--- src/rtl/i3c_bus_frontend.sv ---
// I3C bus-condition front end: pin synchronizer, glitch filter, START/Sr/STOP detection, bit/byte assembly.
// Optional build macro I3C_FE_GLITCH_CNT_EN adds a saturating glitch_cnt output.
module i3c_bus_frontend #(
  parameter int unsigned SYNC_STAGES = 2,
  parameter int unsigned FILT_CYCLES = 3,
  parameter int unsigned IDLE_CYCLES = 64
) (
  input  logic       clk,
  input  logic       rst,
  input  logic       scl_raw,
  input  logic       sda_raw,
  input  logic       enable,
  output logic       scl_f,
  output logic       sda_f,
  output logic       start_pulse,
  output logic       rstart_pulse,
  output logic       stop_pulse,
  output logic       bit_valid,
  output logic       bit_data,
  output logic [3:0] bit_idx,
  output logic       byte_valid,
  output logic [7:0] byte_data,
  output logic       bus_busy,
  output logic       bus_free
`ifdef I3C_FE_GLITCH_CNT_EN
  ,
  output logic [7:0] glitch_cnt
`endif
);

  localparam int unsigned FW = (FILT_CYCLES > 1) ? $clog2(FILT_CYCLES) : 1;
  localparam int unsigned IW = $clog2(IDLE_CYCLES + 1);

  typedef enum logic [1:0] {
    WAIT_IDLE = 2'd0,
    FREE      = 2'd1,
    ACTIVE    = 2'd2
  } state_t;

  // Line index 0 is SCL, 1 is SDA.
  logic [1:0]                  raw;
  logic [1:0][SYNC_STAGES-1:0] sync_q;
  logic [1:0]                  sync_out;
  logic [1:0][FW-1:0]          fcnt_q;
  logic [1:0]                  filt_q;

  assign raw = {sda_raw, scl_raw};

  always_comb begin
    for (int i = 0; i < 2; i++) sync_out[i] = sync_q[i][SYNC_STAGES-1];
  end

  // Synchronizer chain plus per-line stability filter.
  always_ff @(posedge clk or posedge rst) begin
    if (rst) begin
      sync_q <= '1;
      fcnt_q <= '0;
      filt_q <= '1;
    end else begin
      for (int i = 0; i < 2; i++) begin
        sync_q[i] <= {sync_q[i][SYNC_STAGES-2:0], raw[i]};
        if (sync_out[i] == filt_q[i]) begin
          fcnt_q[i] <= '0;
        end else if (fcnt_q[i] == FW'(FILT_CYCLES - 1)) begin
          filt_q[i] <= ~filt_q[i];
          fcnt_q[i] <= '0;
        end else begin
          fcnt_q[i] <= fcnt_q[i] + FW'(1);
        end
      end
    end
  end

  assign scl_f = filt_q[0];
  assign sda_f = filt_q[1];

`ifdef I3C_FE_GLITCH_CNT_EN
  logic [1:0] glitch;
  logic [8:0] glitch_sum;

  // A pending filter count that collapses back to zero is a rejected glitch.
  always_comb begin
    for (int i = 0; i < 2; i++) glitch[i] = (sync_out[i] == filt_q[i]) && (fcnt_q[i] != '0);
  end

  assign glitch_sum = 9'(glitch_cnt) + 9'(glitch[0]) + 9'(glitch[1]);

  always_ff @(posedge clk or posedge rst) begin
    if (rst) glitch_cnt <= '0;
    else     glitch_cnt <= (glitch_sum > 9'd255) ? 8'hFF : glitch_sum[7:0];
  end
`endif

  logic                   scl_d, sda_d;
  logic [SYNC_STAGES-1:0] prime_q;
  logic                   primed;

  // Idle counting waits until the reset contents of the synchronizers have been flushed.
  always_ff @(posedge clk or posedge rst) begin
    if (rst) begin
      scl_d   <= 1'b1;
      sda_d   <= 1'b1;
      prime_q <= '0;
    end else begin
      scl_d   <= scl_f;
      sda_d   <= sda_f;
      prime_q <= {prime_q[SYNC_STAGES-2:0], 1'b1};
    end
  end

  assign primed = prime_q[SYNC_STAGES-1];

  logic start_cond, stop_cond, scl_rise, line_idle;

  assign start_cond = scl_d & scl_f & sda_d & ~sda_f;
  assign stop_cond  = scl_d & scl_f & ~sda_d & sda_f;
  assign scl_rise   = ~scl_d & scl_f;
  assign line_idle  = scl_f & sda_f & primed;

  state_t        state_q, state_nxt;
  logic [IW-1:0] idle_q, idle_nxt;
  logic [3:0]    idx_q, idx_nxt;
  logic [6:0]    shift_q, shift_nxt;
  logic [7:0]    sample_byte;
  logic          start_nxt, rstart_nxt, stop_nxt, bv_nxt, bdata_nxt, byv_nxt;
  logic [3:0]    bidx_nxt;
  logic [7:0]    byte_nxt;

  assign sample_byte = {shift_q, sda_f};

  always_comb begin
    state_nxt  = state_q;
    idle_nxt   = idle_q;
    idx_nxt    = idx_q;
    shift_nxt  = shift_q;
    start_nxt  = 1'b0;
    rstart_nxt = 1'b0;
    stop_nxt   = 1'b0;
    bv_nxt     = 1'b0;
    bdata_nxt  = bit_data;
    bidx_nxt   = bit_idx;
    byv_nxt    = 1'b0;
    byte_nxt   = byte_data;
    if (!enable) begin
      state_nxt = WAIT_IDLE;
      idle_nxt  = '0;
      idx_nxt   = '0;
      bidx_nxt  = '0;
    end else begin
      case (state_q)
        WAIT_IDLE, FREE: begin
          if (start_cond) begin
            start_nxt = 1'b1;
            state_nxt = ACTIVE;
            idle_nxt  = '0;
            idx_nxt   = '0;
            bidx_nxt  = '0;
          end else if (state_q == WAIT_IDLE) begin
            if (idle_q == IW'(IDLE_CYCLES)) state_nxt = FREE;
            else if (line_idle)             idle_nxt  = idle_q + IW'(1);
            else                            idle_nxt  = '0;
          end
        end
        ACTIVE: begin
          if (start_cond) begin
            rstart_nxt = 1'b1;
            idx_nxt    = '0;
            bidx_nxt   = '0;
            shift_nxt  = '0;
          end else if (stop_cond) begin
            stop_nxt  = 1'b1;
            state_nxt = WAIT_IDLE;
            idle_nxt  = '0;
            idx_nxt   = '0;
            bidx_nxt  = '0;
          end else if (scl_rise) begin
            bv_nxt    = 1'b1;
            bdata_nxt = sda_f;
            bidx_nxt  = idx_q;
            shift_nxt = sample_byte[6:0];
            idx_nxt   = (idx_q == 4'd8) ? 4'd0 : idx_q + 4'd1;
            if (idx_q == 4'd7) begin
              byv_nxt  = 1'b1;
              byte_nxt = sample_byte;
            end
          end
        end
        default: state_nxt = WAIT_IDLE;
      endcase
    end
  end

  always_ff @(posedge clk or posedge rst) begin
    if (rst) begin
      state_q      <= WAIT_IDLE;
      idle_q       <= '0;
      idx_q        <= '0;
      shift_q      <= '0;
      start_pulse  <= 1'b0;
      rstart_pulse <= 1'b0;
      stop_pulse   <= 1'b0;
      bit_valid    <= 1'b0;
      bit_data     <= 1'b0;
      bit_idx      <= '0;
      byte_valid   <= 1'b0;
      byte_data    <= '0;
    end else begin
      state_q      <= state_nxt;
      idle_q       <= idle_nxt;
      idx_q        <= idx_nxt;
      shift_q      <= shift_nxt;
      start_pulse  <= start_nxt;
      rstart_pulse <= rstart_nxt;
      stop_pulse   <= stop_nxt;
      bit_valid    <= bv_nxt;
      bit_data     <= bdata_nxt;
      bit_idx      <= bidx_nxt;
      byte_valid   <= byv_nxt;
      byte_data    <= byte_nxt;
    end
  end

  assign bus_busy = (state_q == ACTIVE);
  assign bus_free = (state_q == FREE);

endmodule

--- config.mk ---
export PLATFORM = sky130hd
export DESIGN_NAME = i3c_bus_frontend
export DESIGN_NICKNAME = d
export VERILOG_FILES = /design/src/rtl/i3c_bus_frontend.sv
export SDC_FILE = /design/constraint.sdc
export NUM_CORES = 1
export LEC_CHECK = 0
export CAP_MARGIN = 20
export CORE_ASPECT_RATIO = 0.75
export CORE_MARGIN = 2
export CORE_UTILIZATION = 40
export CTS_BUF_LIST = sky130_fd_sc_hd__clkbuf_4 sky130_fd_sc_hd__clkbuf_8 sky130_fd_sc_hd__clkbuf_16
export CTS_CLUSTER_SIZE = 28
export DETAILED_ROUTE_END_ITERATION = 16
export SYNTH_ARGS = -nofsm -noshare
export SYNTH_HDL_FRONTEND = slang
export SYNTH_SLANG_ARGS = --single-unit
--- constraint.sdc ---
create_clock -name clk -period 3.32 [get_ports clk]
set_input_delay 0.664 -clock clk [delete_from_list [all_inputs] [get_ports clk]]
set_output_delay 0.664 -clock clk [all_outputs]
set_load 0.005 [all_outputs]
==> impl_metrics.csv <==
group,metric,value,unit
clock_tree,clk_path_buf_depth,2,
setup_path,cp_max_fo,9,
setup_path,cp-startpoint,"enable",
global_routing,antenna_found_initial,0,
global_routing,grt_max_degree,52,
setup_path,cp_num_cells,5,
min_path,hp-class,"reg2reg",
timing,fin_setup_tns,0,ns
setup_path,endpoint_kind,"register",
min_path,hold-path-cell-count,0,
clock_tree,path_clk_slew,0.09,ns
place,gp_congestion,0.757,
detailed_routing,first_pass_iters,4,
global_routing,first_global_vias,1492,
logic_synthesis,synth_cells,184,
timing,slew_violations,0,
die,die_h,68.8,um
logic_synthesis,seq_area_frac_synth,0.585,
detailed_routing,met2WireLength,1950,um
detailed_routing,via_per_inst,4.97,
clock_tree,clk_latency,0.30,ns
detailed_routing,routed.top_layer,"met4",
layout,antennaDiodeCount,0,
setup_path,worst-path-buf-inv,1,
layout,finalInstanceArea,2720,um^2
timing,rsz0062_at_grt,"no",
die,start_util,0.417,
timing,clock-skew-final,0.00284,ns
die,core_region_area,5380,um^2
clock_tree,clock_sinks,52,
logic_synthesis,synth_compound_area_frac,0.106,
logic_synthesis,syn-cell-area,2240,um^2
place,io_buffers,26,
die,die_area,6230,um^2
setup_path,cp.arrival,2.62,ns
clock_tree,cts-buffers-inserted,5,
setup_path,timing.rr.start,"filt_q[0]",
logic_synthesis,synth_top_family_by_area,"simple AND/OR/NAND/NOR gates",
setup_path,critPathKind,"in2reg",
global_routing,grt_overflow,0,
layout,instances_no_fill,291,
logic_synthesis,syn_nets,193,
layout,final_core_util,0.505,
setup_path,crit_chain,"clkdlybuf4s50_1 > nand2_1 > nor3_1 > and4b_1 > mux2_2",
setup_path,startpoint_type,"input port",
detailed_routing,route.met3.wl,126,um
clock_tree,holdBufCountCts,0,
min_path,holdPathEnd,"prime_q[1]",
die,rows,23,
clock_tree,postCtsSetupBuffers,0,
pwr,leakagePower,1.23,nW
place,placed_cells,282,
timing,fmax,0.412,GHz
logic_synthesis,synth_fa_ha_area_frac,0.0223,
status,status,"finished clean",
setup_path,cp_data_required_time,3.51,ns
layout,nFillCells,485,
clock_tree,root_buffer,"clkbuf_8",
timing,hold_violations,0,
detailed_routing,route.detailed.drc,0,
timing,min_period_over_period,0.731,
pwr,p_total,0.00154,W
layout,multi_input_area,838,um^2
setup_path,reg2reg_slack,1.37,ns
detailed_routing,totalWireLength,4040,um
layout,area_growth,21.2,%
place,postPlaceCellArea,2570,um^2
setup_path,r2r-end,"byte_data[3]",
logic_synthesis,synth_simple_gate_area_share,0.151,
layout,seqCellArea,1310,um^2
global_routing,grtUsageTotal,0.145,
detailed_routing,drtIter0Drc,82,
job,cap_violations,0,
global_routing,grt_pass1_wl,7020,um
clock_tree,cts_tree,"built",
setup_path,worstRegToRegCells,4,
logic_synthesis,synthMuxAreaShare,0.0776,
detailed_routing,routedWlPerCell,13.9,um
detailed_routing,postRouteAntennaNets,0,
place,hpwl,2870,um
logic_synthesis,synth.avg_cell_area,12.2,um^2
pwr,powerDensity,568,nW/um^2
detailed_routing,vias,1445,
logic_synthesis,yosys_warnings,0,
timing,period_needed,2.43,ns
detailed_routing,met1_length,1900,um
die,io_pins,27,
clock_tree,cts_max_level,2,
setup_path,crit_family,"simple AND/OR/NAND/NOR gates",
layout,drive_above_1_share,0.190,
die,die_w,90.5,um
pwr,peakVddDrop,0.000362,V
setup_path,slowest_delay,0.73,ns
min_path,worstHoldStart,"prime_q[0]",
logic_synthesis,ys_seq_elements,52,
clock_tree,cts.repair.resized,0,
logic_synthesis,synthXorXnorAreaFrac,0.0156,
timing,setup_viol,0,
logic_synthesis,synth.distinct_cells,42,
setup_path,crit_slowest_cell,"clkdlybuf4s50_1",
layout,layout.nets,224,
[Yosys cell counts]
cell type / count / area share
a21o_1: 1 / 0.0033
a21oi_1: 2 / 0.0045
a21oi_2: 2 / 0.0078
a221o_1: 1 / 0.0045
a22o_1: 7 / 0.027
a22o_2: 1 / 0.0045
a31oi_1: 9 / 0.025
a32o_1: 1 / 0.0045
and2_4: 1 / 0.0039
and3_1: 3 / 0.0084
and4b_1: 1 / 0.0045
buf_2: 2 / 0.0045
buf_4: 2 / 0.0067
buf_6: 2 / 0.010
conb_1: 1 / 0.0017
dfrtp_1: 44 / 0.49
dfstp_2: 8 / 0.094
ha_1: 4 / 0.022
inv_1: 12 / 0.020
mux2_2: 11 / 0.055
mux2i_1: 5 / 0.022
nand2_1: 14 / 0.023
nand2b_1: 7 / 0.020
nand2b_4: 2 / 0.012
nand3_1: 5 / 0.011
nand3b_4: 1 / 0.0089
nand4_1: 1 / 0.0028
nand4b_1: 1 / 0.0039
nor2_1: 6 / 0.010
nor2b_1: 4 / 0.011
nor3_1: 5 / 0.011
nor3b_1: 3 / 0.010
nor4b_1: 1 / 0.0039
o211a_1: 1 / 0.0045
o211ai_1: 1 / 0.0033
o21a_1: 1 / 0.0033
o21ai_0: 3 / 0.0067
o21ai_2: 1 / 0.0039
o22ai_1: 1 / 0.0028
or2_2: 1 / 0.0028
or3_1: 1 / 0.0028
xnor2_1: 4 / 0.016
[routing by layer]
metal  vias to the layer above  GRT usage
met5                         -          0
met3                         8     0.0337
met4                         0     0.0519
met1                       713      0.182
met2                        23      0.254
li1                        701          -
[logic make-up after synthesis]
group / Yosys count
adders and majority gates: 4
DFF: 52
buffers and inverters: 18
and+or+nand+nor: 57
AOI/OAI and AO/OA: 32
muxes: 16
xor gates and xnor gates: 4
other: 1
[registers in the layout, summed over array words and instances (netlist names)]
register      flops
bit_data          1
bit_idx           4
bit_valid         1
byte_data         8
byte_valid        1
fcnt_q            4
filt_q            2
idle_q            7
idx_q             4
prime_q           2
rstart_pulse      1
scl_d             1
sda_d             1
shift_q           7
start_pulse       1
state_q           2
stop_pulse        1
sync_out          2
sync_q            2
[cell usage in the layout, fill, tap and decap left out, types with 2 or more instances in the layout]
| master | count |
|---|---|
| dfrtp_1 | 44 |
| clkdlybuf4s50_1 | 26 |
| nand2_1 | 14 |
| inv_1 | 11 |
| mux2_2 | 11 |
| a31oi_1 | 9 |
| dfstp_2 | 8 |
| nand2b_1 | 7 |
| a22o_1 | 7 |
| clkbuf_8 | 7 |
| nor2_1 | 6 |
| mux2i_1 | 5 |
| nor3_1 | 5 |
| nand3_1 | 5 |
| xnor2_1 | 4 |
| nor2b_1 | 4 |
| ha_1 | 4 |
| o21ai_0 | 3 |
| nor3b_1 | 3 |
| and3_1 | 3 |
| buf_4 | 3 |
| nand2b_4 | 2 |
| a21oi_2 | 2 |
| a21oi_1 | 2 |
[through the flow]
stage               setup WS [ns]  hold WS [ns]
floorplan                    1.41         0.331
global route                0.712         0.373
CTS                         0.886         0.360
finish                      0.894         0.355
global placement            0.682         0.335
detailed placement          0.568         0.341
[report_power, final]
part	total, W	internal (W)	switching [W]
sequential	0.000806	0.000715	0.0000908
combinational	0.000274	0.000148	0.000126
clock	0.000464	0.000266	0.000198
total	0.00154	0.00113	0.000415
[worst max-delay path by stage]
stage,endpoint,slack (ns)
after floorplan,bit_data,1.41
after global placement,byte_data[2],0.68
after detailed placement,byte_data[7],0.57
after CTS,byte_data[3],0.89
after global routing,byte_data[0],0.71
final,byte_data[3],0.89
[layout make-up]
cell class                      instances  share of cell area
Inverter                               12              0.0166
Timing Repair Buffer                   30               0.111
Sequential cell                        52               0.483
Multi-Input combinational cell        114               0.308
Tap cell                               75              0.0345
Clock inverter                          1              0.0110
Clock buffer                            7              0.0355
Power figures use the tool's default switching activity.
